File: src/rtl/rr_pop_scheduler.sv
// rr_pop_scheduler
// Round-robin pop scheduler for QUEUE_QUANTITY input FIFOs. Each queue may be
// popped up to BURST_MAX times in a row before the pointer moves on. Downstream
// backpressure (down_full) parks the FSM in STALL with pointer and burst count
// frozen. pop is combinational; out_valid/out_sel are the registered companions
// marking when read data is valid at the data mux (1-cycle read latency).
//
// Build option: define RR_SKIP_EMPTY_EN to make every pointer advance (and the
// IDLE->SERVE entry) jump straight to the next non-empty queue. Without it the
// pointer simply steps by one, and each empty queue costs one SERVE cycle.
module rr_pop_scheduler #(
  parameter int QUEUE_QUANTITY = 4,
  parameter int BURST_MAX      = 4
) (
  input  logic                              clk,
  input  logic                              rst,
  input  logic                              enb,
  input  logic [QUEUE_QUANTITY-1:0]         buf_empty,
  input  logic                              down_full,
  output logic [QUEUE_QUANTITY-1:0]         pop,
  output logic [$clog2(QUEUE_QUANTITY)-1:0] selector,
  output logic                              out_valid,
  output logic [$clog2(QUEUE_QUANTITY)-1:0] out_sel,
  output logic [1:0]                        state
);

  localparam int SEL_W = $clog2(QUEUE_QUANTITY);
  localparam int CNT_W = $clog2(BURST_MAX + 1);
  localparam logic [SEL_W-1:0] PTR_LAST   = SEL_W'(QUEUE_QUANTITY - 1);
  localparam logic [CNT_W-1:0] BURST_LAST = CNT_W'(BURST_MAX - 1);

  typedef enum logic [1:0] {
    IDLE  = 2'd0,
    SERVE = 2'd1,
    STALL = 2'd2
  } state_t;

  state_t           state_reg;
  logic [SEL_W-1:0] ptr_reg;
  logic [CNT_W-1:0] cnt_reg;
  logic             out_valid_reg;
  logic [SEL_W-1:0] out_sel_reg;

  logic [SEL_W-1:0] ptr_inc;
  logic [SEL_W-1:0] adv_ptr;    // pointer value loaded on an advance inside SERVE
  logic [SEL_W-1:0] start_ptr;  // pointer value loaded on IDLE->SERVE
  logic             any_ready;
  logic             cur_empty;
  logic             pop_ok;

  assign ptr_inc   = (ptr_reg == PTR_LAST) ? '0 : ptr_reg + 1'b1;
  assign any_ready = ~&buf_empty;
  assign cur_empty = buf_empty[ptr_reg];

  // A pop is only issued from SERVE, enabled, with room downstream and data present.
  assign pop_ok = (state_reg == SERVE) && enb && !down_full && !cur_empty;

  genvar gi;
  generate
    for (gi = 0; gi < QUEUE_QUANTITY; gi++) begin : g_pop
      assign pop[gi] = pop_ok && (ptr_reg == SEL_W'(gi));
    end
  endgenerate

`ifdef RR_SKIP_EMPTY_EN
  // Circular index base+offset, offset in 0..QUEUE_QUANTITY.
  function automatic logic [SEL_W-1:0] wrap_idx(input logic [SEL_W-1:0] base, input int offset);
    int sum;
    sum = int'(base) + offset;
    if (sum >= QUEUE_QUANTITY) sum = sum - QUEUE_QUANTITY;
    return SEL_W'(sum);
  endfunction

  // Next non-empty queue: searched from pointer+1 for advances, from the pointer
  // itself for IDLE entry. Scanning from the far end keeps the nearest hit.
  always_comb begin
    adv_ptr   = ptr_inc;
    start_ptr = ptr_reg;
    for (int k = QUEUE_QUANTITY; k >= 1; k--) begin
      if (!buf_empty[wrap_idx(ptr_reg, k)]) adv_ptr = wrap_idx(ptr_reg, k);
    end
    for (int k = QUEUE_QUANTITY - 1; k >= 0; k--) begin
      if (!buf_empty[wrap_idx(ptr_reg, k)]) start_ptr = wrap_idx(ptr_reg, k);
    end
  end
`else
  // Plain round robin: step by one, and enter SERVE at the current pointer.
  always_comb begin
    adv_ptr   = ptr_inc;
    start_ptr = ptr_reg;
  end
`endif

  // FSM, pointer, burst counter and registered read-valid tracking.
  always_ff @(posedge clk or posedge rst) begin
    if (rst) begin
      state_reg     <= IDLE;
      ptr_reg       <= '0;
      cnt_reg       <= '0;
      out_valid_reg <= 1'b0;
      out_sel_reg   <= '0;
    end else if (enb) begin
      out_valid_reg <= |pop;
      out_sel_reg   <= ptr_reg;
      case (state_reg)
        IDLE: begin
          if (any_ready) begin
            state_reg <= SERVE;
            ptr_reg   <= start_ptr;
          end
        end
        SERVE: begin
          // Backpressure outranks everything, including a burst end.
          if (down_full) begin
            state_reg <= STALL;
          end else if (!any_ready) begin
            state_reg <= IDLE;
            cnt_reg   <= '0;
          end else if (cur_empty) begin
            ptr_reg <= adv_ptr;
            cnt_reg <= '0;
          end else if (cnt_reg == BURST_LAST) begin
            ptr_reg <= adv_ptr;
            cnt_reg <= '0;
          end else begin
            cnt_reg <= cnt_reg + 1'b1;
          end
        end
        STALL: begin
          if (!down_full) state_reg <= SERVE;
        end
        default: state_reg <= IDLE;
      endcase
    end
  end

  assign selector  = ptr_reg;
  assign out_valid = out_valid_reg;
  assign out_sel   = out_sel_reg;
  assign state     = state_reg;

endmodule

File: config.mk
export PLATFORM = sky130hd
export DESIGN_NAME = rr_pop_scheduler
export DESIGN_NICKNAME = d
export VERILOG_FILES = /design/src/rtl/rr_pop_scheduler.sv
export SDC_FILE = /design/constraint.sdc
export NUM_CORES = 1
export LEC_CHECK = 0
export BUFFER_PORTS_ARGS = -buffer_cell sky130_fd_sc_hd__buf_2
export CAP_MARGIN = 20
export CORE_AREA = 2 2 39 41
export CTS_CLUSTER_SIZE = 28
export DETAILED_ROUTE_END_ITERATION = 12
export DIE_AREA = 0 0 41 43
export PLACE_DENSITY = 0.76
export SYNTH_ARGS = -nofsm -noshare
export SYNTH_HDL_FRONTEND = slang
export SYNTH_SLANG_ARGS = --single-unit
File: constraint.sdc
create_clock -name clk -period 1.77 [get_ports clk]
set_input_delay 0.0885 -clock clk [delete_from_list [all_inputs] [get_ports clk]]
set_output_delay 0.0885 -clock clk [all_outputs]
set_load 0.02 [all_outputs]
After elaboration in Yosys (flattened, before gate mapping):

Index checks and enable logic that the tools add are counted.

* flip-flop bits (word level): 10
* bits of input ports: 8
* output and inout port bits: 11
* logic and storage cells: 49

* add/sub/neg operators: 2
* $lt $le $gt $ge: 1
* equal/unequal tests: 9
* mux-type cells: 13
* bitwise logic cells: 2
* reduce and logical (&&, ||, !) cells: 17

Operators with widths (number)
* 2-bit two-way mux: 7
* 3-bit two-way mux: 3
* 4-bit AND reduction: 2
* 1-bit logical AND: 7
* 2-bit == test, second input constant: 3
* 2-bit case mux with 3 select lines: 1
* 5-bit AND reduction: 1
* 2-bit by 1-bit == test with 1-bit output, second input constant: 2
* 2-bit zero test: 2
* 2-bit != test, second input constant: 2
* 4-bit OR reduction: 1
* 3-bit by 1-bit adder with 3-bit output, second input constant: 1
* 3-bit by 2-bit == test with 1-bit output, second input constant: 1
* 2-bit by 3-bit < comparator with 1-bit output, second input constant: 1
* 3-bit by 2-bit != test with 1-bit output, second input constant: 1
* 3-bit AND reduction: 1
* 2-bit by 1-bit adder with 2-bit output, second input constant: 1
* 1-bit binary-select mux with 2-bit select: 1
* 1-bit zero test: 2
* 1-bit inverter: 2
* 2-bit nonzero test: 1
* 1-bit two-way mux: 1

Logic depth before layout (Yosys ltp):

* word-level depth: 6
* depth in mapped cells: 5
* mapped depth without buffers: 5

Worst setup path before layout:

OpenSTA, ideal clock, no wires.

* path kind: flip-flop to flip-flop
* start: register ptr_reg[1], in the netlist selector[1]
* end: register out_valid_reg, in the netlist out_valid
* setup time: 122 ps
* data arrival time: 1609 ps
* data required time: 1648 ps
* slack: 39 ps
* stages on the path, launching flop included: 5
* path buffers: 0
* clock period less this slack: 1731 ps
* cells stage by stage: dfrtp_1 inv_1 ha_1 or4_1 a32o_1

* word-level cells in the longest chain between the ends: 6
* elaborated cells between the ends (all ways): 13
* classes of those cells: 3 x eq/ne; 2 x mux; 8 x reduce/logical

Ends and longest elaborated chain
* start, declared: line 39 `logic [SEL_W-1:0] ptr_reg;`
* start signal, assigned: line 109 `ptr_reg <= start_ptr;`
* start signal, assigned: line 120 `ptr_reg <= adv_ptr;`
* start signal, assigned: line 123 `ptr_reg <= adv_ptr;`
* 1-bit binary-select mux with 2-bit select: line 53 `assign cur_empty = buf_empty[ptr_reg];`
* 1-bit two-way mux (not written as such): line 53
* 1-bit zero test: line 56 `assign pop_ok = (state_reg == SERVE) && enb && !down_full && !cur_empty;`
* 1-bit logical AND: line 56
* 1-bit logical AND: line 61 `assign pop[gi] = pop_ok && (ptr_reg == SEL_W'(gi));`
* 4-bit OR reduction (*): line 103 `out_valid_reg <= |pop;`
* end signal, assigned: line 103
* end, declared: line 41 `logic out_valid_reg;`

Every way passes the cells marked *; elsewhere a longest branch is shown, timed or not. The select of a mux whose other input is x is not followed.
A chain may end at the register's enable or synchronous reset.

Final worst setup path:

* start: register ptr_reg[0], in the netlist selector[0]
* end: register out_valid_reg, in the netlist out_valid

Same word-level chain as after synthesis.

==> results.md <==
* Netlist cell types at 27
* CTS tree: built
* All-Layer GR Usage at 18.6%
* CP Class: reg -> reg
* Largest net degree at the start of global routing at 12
* Share of cells above drive strength 1 at 41.4%
* HPWL after DPL at 973 um
* Final hold violations at 0
* Synth-to-Final Area Change at 32.2%
* CP startpoint kind: flip-flop
* First-pass GRT wire length at 2.19 mm
* Flip-flop count of the largest register after layout at 3
* Total negative slack at 0 ps
* Register area share after synthesis at 40.7%
* Fmax at 0.583 GHz
* Antenna diodes at 0
* Vias in the first global route at 483
* Max Cap Viol at 0
* M1 wire length at 652 um
* Post-Syn Nets at 73
* CTS clk-pin slew, worst paths at 60 ps
* Boundary pin count at 19
* Wire length on met2 at 621 um
* Gate Count Post-Synth at 60
* Cts bufs inserted at 3
* Slew headroom at 73.3%
* Worst-skew pair later-pin latency at 260 ps
* DR vias at 552
* Initial Util at 44.4%
* Total Routed Length at 1.38 mm
* CP arrival at 1860 ps
* Die height at 43 um
* Post-synth EDFFs at 0
* Final GP Congestion at 0.821
* Final Setup Violations at 0
* Peak supply drop at 0.705 mV
* Most common cell after layout, fill and taps aside: buf_2
* # fillers at 122
* Via density at 5.36
* Buffers on Ports at 18
* Measured slew at the worst slew-check pin at 399 ps
* Synth Warn # at 0
* Rows at 14
* RSZ-0062 raised after global routing: false
* Final Util at 58.7%
* Max Transition Viols Final at 0
* Initial antenna violation count at 0
* Hold Path Cell Cnt at 3
* DR DRC count at 0
* CTS Sinks at 10
* Grt ovf at 0
* Outcome: finished clean
* Total die area at 1760 um2
* Pleak at 0.429 nW
* Die X at 41 um
* WL met3 at 78 um
* Clk Tree Root Cell: clkbuf_4
* Layout Nets at 102
* Core area at 1380 um2
* H-Tree Depth at 1
* Period utilization at 96.9%
* Starting DRT DRC Count at 6
* Post-synthesis register bit count at 10
* Antenna viol nets, final at 0
* Power per cell area at 1370 nW/um2
* FF+latch area at 251 um2
* Async S/R FF share, synth at 100%
* CP Capture Type: flip-flop
* TritonRoute pass-1 iters at 4
* Crit path max fanout at 6
* Primary FF master, synth: dfrtp_1
* Syn_area_per_cell at 10.2 um2
* Wire length per cell at 13.4 um
* Multi-input logic area at 350 um2
* Post-Synthesis Cell Area at 614 um2
* Clock buffer depth at 2
* Worst hold slack at 130 ps
* Worst EP required at 1920 ps
* Tmin final at 1710 ps
* DR top layer: met4
* Worst Clk Skew at 4.88 ps
* Min-delay worst type: in -> reg
* Cell depth of the worst flop-to-flop path at 4
* Most frequent cells in the layout: buf_2, dfrtp_1, buf_4
cell type report:
type / count / area share (%)
clock buffers: 3 / 2.77
inverters: 6 / 2.77
multi-input cells: 43 / 43.1
flip-flops and latches: 10 / 31.0
well taps: 16 / 2.47
repair buffers: 25 / 17.9
routing by layer:
metal	global-route usage [%]	vias up
li1	-	278
met1	25.8	251
met2	26.6	19
met3	3.14	4
met4	10.0	0
met5	0	-
cell families after synthesis:
group,count (synthesis),share of synthesized area [%]
AND/OR/NAND/NOR,22,22.4
AO/OA/AOI/OAI,11,12.8
flip-flops,10,40.7
buffers and inverters,7,4.28
multiplexers,5,9.57
adder cells (fa/ha/maj),5,10.2
power by group:
part           internal [mW]  switching (mW)
registers              0.309          0.0779
clock network         0.0783          0.0722
logic                  0.267           0.311
total                  0.654           0.461
worst paths after layout:
kind / from / endpoint / slack (ps)
min in group asynchronous: rst / state[0] / 350
min: down_full / state[1] / 130
min reg2reg: out_valid / out_valid / 490
max in group asynchronous: rst / selector[0] / 1120
max reg2reg: selector[0] / out_valid / 60
max: selector[0] / out_valid / 60
Yosys cell counts, drive strengths merged, types with 2 or more instances:
master,number,area share (%)
nand4b,2,2.9
and3,4,4.1
nand2,4,2.4
mux2,4,7.9
nor2,2,1.2
o21ai,4,3.3
ha,5,10
or4,2,2.4
dfrtp,10,41
a21oi,2,1.6
inv,6,3.7
metrics by stage:
step                cells  setup slack [ps]  instance area (um2)  total power [mW]
CTS                   100              36.9                  790              1.07
global route          103              14.1                  812              1.21
finish                103              55.7                  812              1.12
global placement       96               150                  743             0.856
floorplan              60              39.4                  614             0.708
detailed placement     96               104                  743             0.878
critical path, cell delays in order (launching register included):
cell and delay (ps):
dfrtp_2 440, buf_4 160, ha_1 220, or4_1 510, a32o_1 270
what timing repair did:
item	CTS	global route
buffers inserted	0	3
setup endpoints to repair	4	5
gates cloned	0	0
resized for setup	3	1
hold buffers	1	0
hold endpoints to repair	10	0
Note: power is estimated with default switching activity, not from simulation.
